<file path="src/rtl/fetch_pkg.sv">
// Shared types and constants for the instruction prefetch queue.
// Latency: n/a (declarations only).
// Backpressure: n/a (declarations only).
package fetch_pkg;

  localparam int FETCH_QUEUE_DEPTH = 4;
  localparam logic [31:0] NOP_INSTR = 32'h0000_0000;

  typedef struct packed {
    logic [31:0] pc;
    logic [31:0] instr;
  } fetch_entry_t;

endpackage

</file>
<file path="src/rtl/fetch_queue_mem.sv">
// DEPTH x 64-bit entry storage, one synchronous write port and one combinational read port.
// Latency: write visible on the read port the cycle after the write edge.
// Backpressure: none; the owner guarantees writes only go to free slots.
module fetch_queue_mem
  import fetch_pkg::*;
#(
  parameter int DEPTH = FETCH_QUEUE_DEPTH,
  localparam int AW = $clog2(DEPTH)
) (
  input  logic         clk,
  input  logic         we,
  input  logic [AW-1:0] waddr,
  input  fetch_entry_t wdata,
  input  logic [AW-1:0] raddr,
  output fetch_entry_t rdata
);

  fetch_entry_t mem [DEPTH];

  // Storage is deliberately not reset; validity is tracked by the pointers and count.
  always_ff @(posedge clk) begin
    if (we) mem[waddr] <= wdata;
  end

  assign rdata = mem[raddr];

endmodule

</file>
<file path="src/rtl/fetch_queue.sv">
// Fetch-to-decode prefetch FIFO of {PC+4, instr}; empty head reads as zero (NOP bubble); flush discards all.
// Latency: 1 cycle push-to-head; 0 cycles through the bypass when FETCH_QUEUE_BYPASS_EN is defined.
// Backpressure: in_ready = (count != DEPTH), purely registered; freeze holds the head entry.
module fetch_queue
  import fetch_pkg::*;
#(
  parameter int DEPTH = FETCH_QUEUE_DEPTH,
  localparam int AW = $clog2(DEPTH),
  localparam int CW = $clog2(DEPTH) + 1
) (
  input  logic          clk,
  input  logic          rst,
  input  logic          in_valid,
  input  logic [31:0]   in_pc,
  input  logic [31:0]   in_instr,
  output logic          in_ready,
  input  logic          flush,
  input  logic          freeze,
  output logic          out_valid,
  output logic [31:0]   out_pc,
  output logic [31:0]   out_instr,
  output logic [CW-1:0] count
);

  logic [AW-1:0] wr_ptr;
  logic [AW-1:0] rd_ptr;
  logic          empty;
  logic          push;
  logic          pop;
  logic          bypass;
  fetch_entry_t  wr_entry;
  fetch_entry_t  head_entry;

  assign empty    = (count == '0);
  assign in_ready = (count != CW'(DEPTH));

`ifdef FETCH_QUEUE_BYPASS_EN
  // An instruction arriving at an empty, unstalled queue goes straight to decode and is never stored.
  assign bypass = empty & in_valid & ~freeze & ~flush;
`else
  assign bypass = 1'b0;
`endif

  // Stored entries only; a bypassed instruction is neither pushed nor popped.
  assign push = in_valid & in_ready & ~flush & ~bypass;
  assign pop  = ~empty & ~freeze & ~flush;

  assign wr_entry.pc    = in_pc;
  assign wr_entry.instr = in_instr;

  fetch_queue_mem #(.DEPTH(DEPTH)) u_mem (
    .clk   (clk),
    .we    (push),
    .waddr (wr_ptr),
    .wdata (wr_entry),
    .raddr (rd_ptr),
    .rdata (head_entry)
  );

  // Head selection: stored entry, else the bypassed input, else a zero NOP bubble.
  always_comb begin
    out_valid = 1'b0;
    out_pc    = 32'h0;
    out_instr = NOP_INSTR;
    if (!empty) begin
      out_valid = 1'b1;
      out_pc    = head_entry.pc;
      out_instr = head_entry.instr;
    end else if (bypass) begin
      out_valid = 1'b1;
      out_pc    = in_pc;
      out_instr = in_instr;
    end
  end

  // Pointer and occupancy update; flush empties the queue and suppresses push/pop.
  always_ff @(posedge clk or negedge rst) begin
    if (!rst) begin
      wr_ptr <= '0;
      rd_ptr <= '0;
      count  <= '0;
    end else if (flush) begin
      wr_ptr <= '0;
      rd_ptr <= '0;
      count  <= '0;
    end else begin
      if (push) wr_ptr <= wr_ptr + AW'(1);
      if (pop)  rd_ptr <= rd_ptr + AW'(1);
      case ({push, pop})
        2'b10:   count <= count + CW'(1);
        2'b01:   count <= count - CW'(1);
        default: count <= count;
      endcase
    end
  end

endmodule

</file>
<file path="config.mk">
export PLATFORM = sky130hd
export DESIGN_NAME = fetch_queue
export DESIGN_NICKNAME = d
export VERILOG_FILES = /design/src/rtl/fetch_pkg.sv /design/src/rtl/fetch_queue_mem.sv /design/src/rtl/fetch_queue.sv
export SDC_FILE = /design/constraint.sdc
export NUM_CORES = 1
export LEC_CHECK = 0
export CORE_UTILIZATION = 39
export CTS_CLUSTER_DIAMETER = 200
export DETAILED_ROUTE_END_ITERATION = 12
export PLACE_DENSITY = 0.68
export REMOVE_ABC_BUFFERS = 1
export SYNTH_ARGS = -nofsm -noshare
export SYNTH_HDL_FRONTEND = slang
export SYNTH_SLANG_ARGS = --single-unit
</file>
<file path="constraint.sdc">
create_clock -name clk -period 5.45 [get_ports clk]
set_input_delay 0.545 -clock clk [delete_from_list [all_inputs] [get_ports clk]]
set_output_delay 0.545 -clock clk [all_outputs]
set_load 0.1 [all_outputs]
</file>
Word-level counts from Yosys, hierarchy flattened:

Memory sizes are Yosys's and may differ from the RTL's.
Index checks and enable logic that the tools add are counted.

* output and inout port bits: 69
* memories kept: 1
* logic and storage cells: 33
* RAM bits: 256
* input port bits: 69
* register bits: 7

Memory list
* u_mem.mem: depth 4, width 64, read ports 1, clocked after Yosys merged registers in 0, write ports 1, RTL line fetch_queue_mem.sv:18 `fetch_entry_t mem [DEPTH];`

* equality and inequality tests: 3
* add/sub/neg operators: 4
* mux-type cells: 11
* reductions and logical operators: 4
* bitwise logic cells: 7

Operator list (count)
* two-way mux 32 bit: 2
* two-way mux 2 bit: 4
* one-hot mux 3 bit (2 select lines): 1
* adder 2 x 1 -> 2 bit, second input constant: 2
* AND 1 bit: 4
* nonzero test 2 bit: 2
* adder 3 x 1 -> 3 bit, second input constant: 1
* logical NOT 3 bit: 1
* two-way mux 1 bit: 3
* two-way mux 3 bit: 1
* inequality test 3 bit, second input constant: 1
* NOT 1 bit: 3
* nonzero test 3 bit: 1
* subtractor 3 x 1 -> 3 bit, second input constant: 1
* == test 2 x 1 -> 1 bit, second input constant: 1
* == test 2 bit, second input constant: 1

Longest topological paths before layout:

Gate-level depths: netlist (run 1).

* word-level depth: 7
* depth in mapped cells: 7
* gate-level depth less buffers: 6

Cells and area by module:

From an unflattened synthesis (run 1), not the netlist that was laid out.

* cells, all modules: 470
* area, all modules: 10382.5 µm²

By module, submodules not included
* fetch_queue_mem: area each 9341.5 µm², cells each 338, sequential area each 7687.4 µm², instances 1
* fetch_queue: area each 1041.0 µm², cells each 132, sequential area each 175.2 µm², instances 1

Worst setup path before layout (run 1):

No wires, ideal clock.

* kind: register -> output
* start: reg count[0]
* end: out out_instr[22]
* stages on the path, launching flop included: 6
* required time: 4.905 ns
* buffers on the path: 2
* path slack: 1.611 ns
* arrival time: 3.294 ns
* cell sequence: dfrtp_1 > clkbuf_2 > nor3_2 > inv_1 > clkbuf_1 > and2_1

* word-level cells in the longest chain between the ends: 2

RTL lines
* start: declaration: RTL line fetch_queue.sv:22 `output logic [CW-1:0] count`
* start signal: assignment: RTL line fetch_queue.sv:90 `2'b10: count <= count + CW'(1);`
* start signal: assignment: RTL line fetch_queue.sv:91 `2'b01: count <= count - CW'(1);`
* start signal: assignment: RTL line fetch_queue.sv:92 `default: count <= count;`
* logical NOT 3 bit: RTL line fetch_queue.sv:34 `assign empty = (count == '0);`
* two-way mux 32 bit: RTL line fetch_queue.sv:65 `if (!empty) begin`
* end: declaration: RTL line fetch_queue.sv:21 `output logic [31:0] out_instr,`

Every way passes these cells.

Worst setup path in the final report (run 1):

* start: reg rd_ptr[0]
* end: out out_pc[22]

* word-level cells in the longest chain between the ends: 2

RTL lines
* start: declaration: RTL line fetch_queue.sv:26 `logic [AW-1:0] rd_ptr;`
* start signal: assignment: RTL line fetch_queue.sv:88 `if (pop) rd_ptr <= rd_ptr + AW'(1);`
* memory read (4 x 64 bit)
* two-way mux 32 bit: RTL line fetch_queue.sv:65
* end: declaration: RTL line fetch_queue.sv:20 `output logic [31:0] out_pc,`

Every way passes these cells.

==> qor.yml, run 1 <==
drc_errors: 0
irDropWorstVdd_mv: 0.221
die_w_um: 164
cts.clk_slew.worst_paths_ns: 0.06
cts_buffers: 28
switching_share_pct: 30.0
postLayoutCellArea_um2: 12900
grt_pass1_vias: 5295
io_buffer_count: 137
p_comb_share_pct: 21.4
p_leak_uw: 0.00407
synth_top_family_by_area: "multiplexers"
vias: 4876
finalNetCount: 687
synth_edf_count: 256
yosysSeqAreaShare_pct: 76.5
fill_cells: 2091
grt_antenna_before_repair: 0
dieHeight_um: 164
met2WireLength_um: 9410
critPathLaunch: "rd_ptr[0]"
start_util_pct: 39.5
layout_setup_ws_ns: 1.12
worstMarginPinSlew_ns: 1.08
critical_path_arrival_ns: 3.79
num_rows: 59
final_antenna_net_count: 0
cts_resized: 0
ys_types: 38
period_minus_slack_ns: 4.33
final_common_cell: "edfxtp_1"
grt_usage_pct: 13.8
seq_power_share_pct: 42.3
max_freq_mhz: 231
whs_ns: 0.297
p_int_uw: 3870
clk-insertion-delay-late_ns: 0.53
avgRoutedWirePerCell_um: 19.1
place_area_um2: 11900
synth_area_um2: 10300
antenna_cells: 0
rrSetupSlack_ns: 3.02
synth-compound-area-share_pct: 1.25
synth_xor_area_share_pct: 0.0852
synthSimpleGateAreaFrac_pct: 5.28
outcome: "completed"
hp-class: "in2async"
final_cell_mix: "256 x edfxtp_1, 137 x clkdlybuf4s50_1, 64 x mux4_2, 64 x and2_1, 29 x clkbuf_16"
drv_cap: 0
drive_above_1_share_pct: 19.1
met1_length_um: 7790
ioPinCount: 138
path_cells: "buf_4, mux4_2, and2_1, clkdlybuf4s50_1"
gr-total-overflow: 0
place_ws_ns: 1.56
setup_viol: 0
core_um2: 26000
powerDensity_nw_per_um2: 429
top_layer_used: "met4"
first_pass_iters: 6
clock-sinks: 263
setup.worst_path.start_class: "register"
power_frac_clock_pct: 36.3
postCtsSetupRepairBufs: 0
critical_path_class: "reg2out"
slew_viol_final: 0
end_kind: "output port"
switchingPower_uw: 1660
grt_pass1_wl_um: 28300
die-area_um2: 27000
cts_tree: "built"
gp_congestion: 0.725
cts_root_buf: "clkbuf_16"
grt_start_max_net_pins: 67
fin_tns_setup_ns: 0
rsz0062_at_grt: "false"
fin_crit_sh_pct: 79.5
clk_path_buf_depth: 3
synthAdderAreaFrac_pct: 0.682
hold_viol: 0
crit_fanout: 55
synth-main-ff-cell: "edfxtp_1"
required_ns: 4.91
wl_met3_um: 934
max_slew_margin_pct: 28.0
skew_ns: 0.00852
drt-vias-per-instance: 5.04
netlist_instances: 472
drt_iter0_drc: 282
yosys_register_bits: 263
syn_avg_cell_area_um2: 21.8
crit_path_max_incr_delay_ns: 1.15
fin_util_pct: 49.6
yosys_warnings: 0
area_delta_synth_final_pct: 25.4
crit_path_top_delay_cell: "dfrtp_4"
r2r-start: "count[1]"
routed_wl_um: 18500
ys_async_sr_fraction_pct: 2.66
cts-htree-levels: 1
synth.area.mux_share_pct: 14.0
cts.hold.buffers_added: 0
hpwl_um: 10300
kinds of logic after synthesis:
group                      Yosys count
AOI/OAI and AO/OA                   18
xor gates and xnor gates             1
adders and majority gates            5
buffers and inverters               34
DFF                                263
muxes                               64
and+or+nand+nor                     87
sequential cells by signal (all words and copies together), names as in the netlist:
register   flops
u_mem.mem    256
rd_ptr         2
wr_ptr         2
count          3
cell usage after synthesis (2+ instances only):
| master | count | area share [%] |
|---|---|---|
| edfxtp_1 | 256 | 75 |
| and2_1 | 68 | 4.1 |
| mux4_2 | 64 | 14 |
| buf_2 | 10 | 0.49 |
| clkbuf_1 | 9 | 0.33 |
| dfrtp_1 | 7 | 1.7 |
| inv_1 | 7 | 0.26 |
| a21oi_1 | 4 | 0.19 |
| buf_12 | 4 | 0.78 |
| ha_1 | 4 | 0.49 |
| nor2b_1 | 3 | 0.18 |
| o21ai_0 | 3 | 0.15 |
| buf_6 | 2 | 0.22 |
| nand3_1 | 2 | 0.097 |
| nand3b_1 | 2 | 0.15 |
| nor2_1 | 2 | 0.073 |
| nor3_1 | 2 | 0.097 |
| nor4_1 | 2 | 0.12 |
| or3_1 | 2 | 0.12 |
through the flow:
stage	instances	total power, uW
floorplan	445	3260
global placement	918	3570
detailed placement	918	3580
CTS	968	5590
global route	968	5700
finish	968	5530
cell type report:
type | instances | area (um2) | share of cell area [%]
flip-flops and latches | 263 | 7870 | 61.1
multi-input cells | 175 | 2200 | 17.1
repair buffers | 138 | 1380 | 10.7
clock buffers | 32 | 737 | 5.72
well taps | 335 | 419 | 3.25
clock inverters | 18 | 253 | 1.96
inverters | 7 | 26.3 | 0.204
routing by layer:
| metal | up-vias | GRT usage (%) |
|---|---|---|
| li1 | 2196 | - |
| met1 | 2518 | 17.5 |
| met2 | 126 | 24.1 |
| met3 | 36 | 2.78 |
| met4 | 0 | 4.00 |
| met5 | - | 0 |
critical path, delay by kind of cell, from the launching register on:
kind	cells	cell delay (ns)
buffers and inverters	2	1.38
DFF	1	1.15
muxes	1	0.53
and+or+nand+nor	1	0.17
power groups by stage:
stage / registers, uW / logic [uW] / clock network, uW
finish: 2340 / 1180 / 2010
global route: 2350 / 1230 / 2120
CTS: 2340 / 1200 / 2050
detailed placement: 2390 / 1190 / 0
global placement: 2380 / 1180 / 0
floorplan: 2390 / 874 / 0
worst paths after layout:
path	to	cells after the start
max	out_pc[22]	4
min	count[0]	1
max reg2reg	u_mem.mem[3][16]	3
min reg2reg	wr_ptr[1]	2
max in group asynchronous	rd_ptr[0]	1
min in group clk	wr_ptr[1]	2
Note: power is estimated with default switching activity, not from simulation.
==> inputs of run 2 (changes only) <==
- clock period: 5.45 -> 4 ns (I/O delays scaled with it)
==> qor.yml, run 2 (synthesized netlist as in run 1, its figures left out) <==
outcome: "completed"
top_register: "u_mem.mem"
largest_registers: "u_mem.mem: 256 flops, count: 3 flops"
gr-total-overflow: 0  # unchanged
power_frac_clock_pct: 33.1  # -3.2 points
switching_share_pct: 30.6  # +0.65 points
final_common_cell: "edfxtp_1"
ioPinCount: 138  # unchanged
core_um2: 26000  # unchanged
grt_start_max_net_pins: 43  # -36%
dieHeight_um: 164  # unchanged
skew_ns: 0.0170  # +0.00851 ns
cts-htree-levels: 1  # unchanged
whs_ns: 0.153  # -0.144 ns
postCtsSetupRepairBufs: 0  # unchanged
start_util_pct: 39.5  # unchanged
p_int_uw: 4970  # +28%
cts_buffers: 27  # -3.6%
cts_root_buf: "clkbuf_16"
finalNetCount: 693  # +0.87%
setup.worst_path.start_class: "register"
end_kind: "output port"
worstMarginPinSlew_ns: 0.988  # -0.0922 ns
critical_path_arrival_ns: 3.13  # -0.66 ns
hp-class: "in2async"
max_freq_mhz: 283
dp.cells: 925  # +0.76%
powerDensity_nw_per_um2: 563  # +31%
seq_power_share_pct: 44.1  # +1.8 points
grt_pass1_vias: 5299  # +0.076%
area_delta_synth_final_pct: 23.8
critical_path_class: "reg2out"
drt_iter0_drc: 363  # +29%
die_w_um: 164  # unchanged
cts_resized: 0  # unchanged
crit_fanout: 42  # -24%
grt_usage_pct: 14.4  # +0.55 points
setup_viol: 0  # unchanged
instances_no_fill: 969  # +0.10%
die-area_um2: 27000  # unchanged
final_antenna_net_count: 0  # unchanged
vias: 4950  # +1.5%
clk-insertion-delay-late_ns: 0.52  # about the same
hpwl_um: 11500  # +11%
drc_errors: 0  # unchanged
largest_reg_flops: 256  # unchanged
irDropWorstVdd_mv: 0.304  # +37%
p_comb_share_pct: 22.8  # +1.4 points
period_minus_slack_ns: 3.53
required_ns: 3.60  # -1.31 ns
io_buffer_count: 137  # unchanged
max_slew_margin_pct: 33.9  # +5.9 points
avgRoutedWirePerCell_um: 19.9  # +4.1%
slew_viol_final: 0  # unchanged
grt_antenna_before_repair: 0  # unchanged
grt_pass1_wl_um: 29300  # +3.3%
fin_crit_sh_pct: 88.4
drive_above_1_share_pct: 25.4  # +6.3 points
rsz0062_at_grt: "false"
hold_viol: 0  # unchanged
drt-vias-per-instance: 5.11  # +1.4%
fin_util_pct: 49.0  # -0.63 points
num_rows: 59  # unchanged
clk_path_buf_depth: 3  # unchanged
final_cell_mix: "256 x edfxtp_1, 93 x clkdlybuf4s50_1, 64 x mux4_2, 64 x and2_1, 48 x buf_4"
antenna_cells: 0  # unchanged
cts.hold.buffers_added: 0  # unchanged
clock-sinks: 263  # unchanged
cts_tree: "built"
routed_wl_um: 19300  # +4.2%
p_leak_uw: 0.00411  # +0.84%
switchingPower_uw: 2190  # +32%
cts.clk_slew.worst_paths_ns: 0.06  # about the same
power_uw: 7160  # +29%
gp_congestion: 0.717  # -1.1%
first_pass_iters: 4  # -2
drv_cap: 0  # unchanged
fin_tns_setup_ns: 0  # unchanged
[run 2: changes by cell type in the layout (fill, tap and decap cells not counted)]
| cell | before | now |
|---|---|---|
| buf_12 | 0 | 4 |
| buf_4 | 1 | 48 |
| bufinv_16 | 6 | 3 |
| clkbuf_1 | 3 | 4 |
| clkbuf_16 | 29 | 27 |
| clkdlybuf4s50_1 | 137 | 93 |
| clkinv_1 | 1 | 5 |
| clkinv_2 | 7 | 2 |
| clkinv_4 | 2 | 0 |
| clkinvlp_4 | 1 | 2 |
[run 2: worst paths after layout]
path,startpoint,to,slack (ns),cells past startpoint
setup reg to reg,count[2],count[2],1.60,6
min in group clk,in_instr[13],u_mem.mem[2][13],0.51,1
max in group asynchronous,rst,rd_ptr[1],3.54,1
setup / recovery,count[1],out_instr[2],0.47,4
hold / removal,rst,rd_ptr[0],0.15,1
hold reg to reg,wr_ptr[1],wr_ptr[1],0.60,2
[run 2: per-stage QoR]
stage               cell area, um2  setup slack (ns)
CTS                          12700             0.419
global placement             11900              1.06
global route                 12700             0.274
floorplan                    10100            -0.228
finish                       12700             0.465
detailed placement           11900             0.985
[run 2: metal layers]
| metal | vias up | share of wire (%) | track usage, % |
|---|---|---|---|
| li1 | 2209 | - | - |
| met1 | 2559 | 43 | 19.0 |
| met2 | 154 | 50 | 24.3 |
| met3 | 28 | 5.8 | 2.83 |
| met4 | 0 | 1.6 | 3.87 |
| met5 | - | 0 | 0 |
[run 2: final cells by class]
type	instances	area (um2)
Clock inverter	13	143
Fill cell	2157	13300
Multi-Input combinational cell	175	2200
Timing Repair Buffer	145	1370
Sequential cell	263	7870
Clock buffer	31	691
Inverter	7	26.3
Tap cell	335	419
[run 2: critical path: stages, from the launching register on]
cell	delay (ns)
dfrtp_1	0.57
nor3_2	0.14
inv_2	0.54
and2_1	0.22
clkdlybuf4s50_1	1.13
[run 2: power by group through the flow]
stage / Combinational (uW) / Clock, uW / Sequential, uW
after floorplan: 1190 / 0 / 3260
final: 1630 / 2370 / 3160
after global routing: 1700 / 2530 / 3170
after detailed placement: 1650 / 0 / 3220
after global placement: 1630 / 0 / 3210
after CTS: 1650 / 2430 / 3160
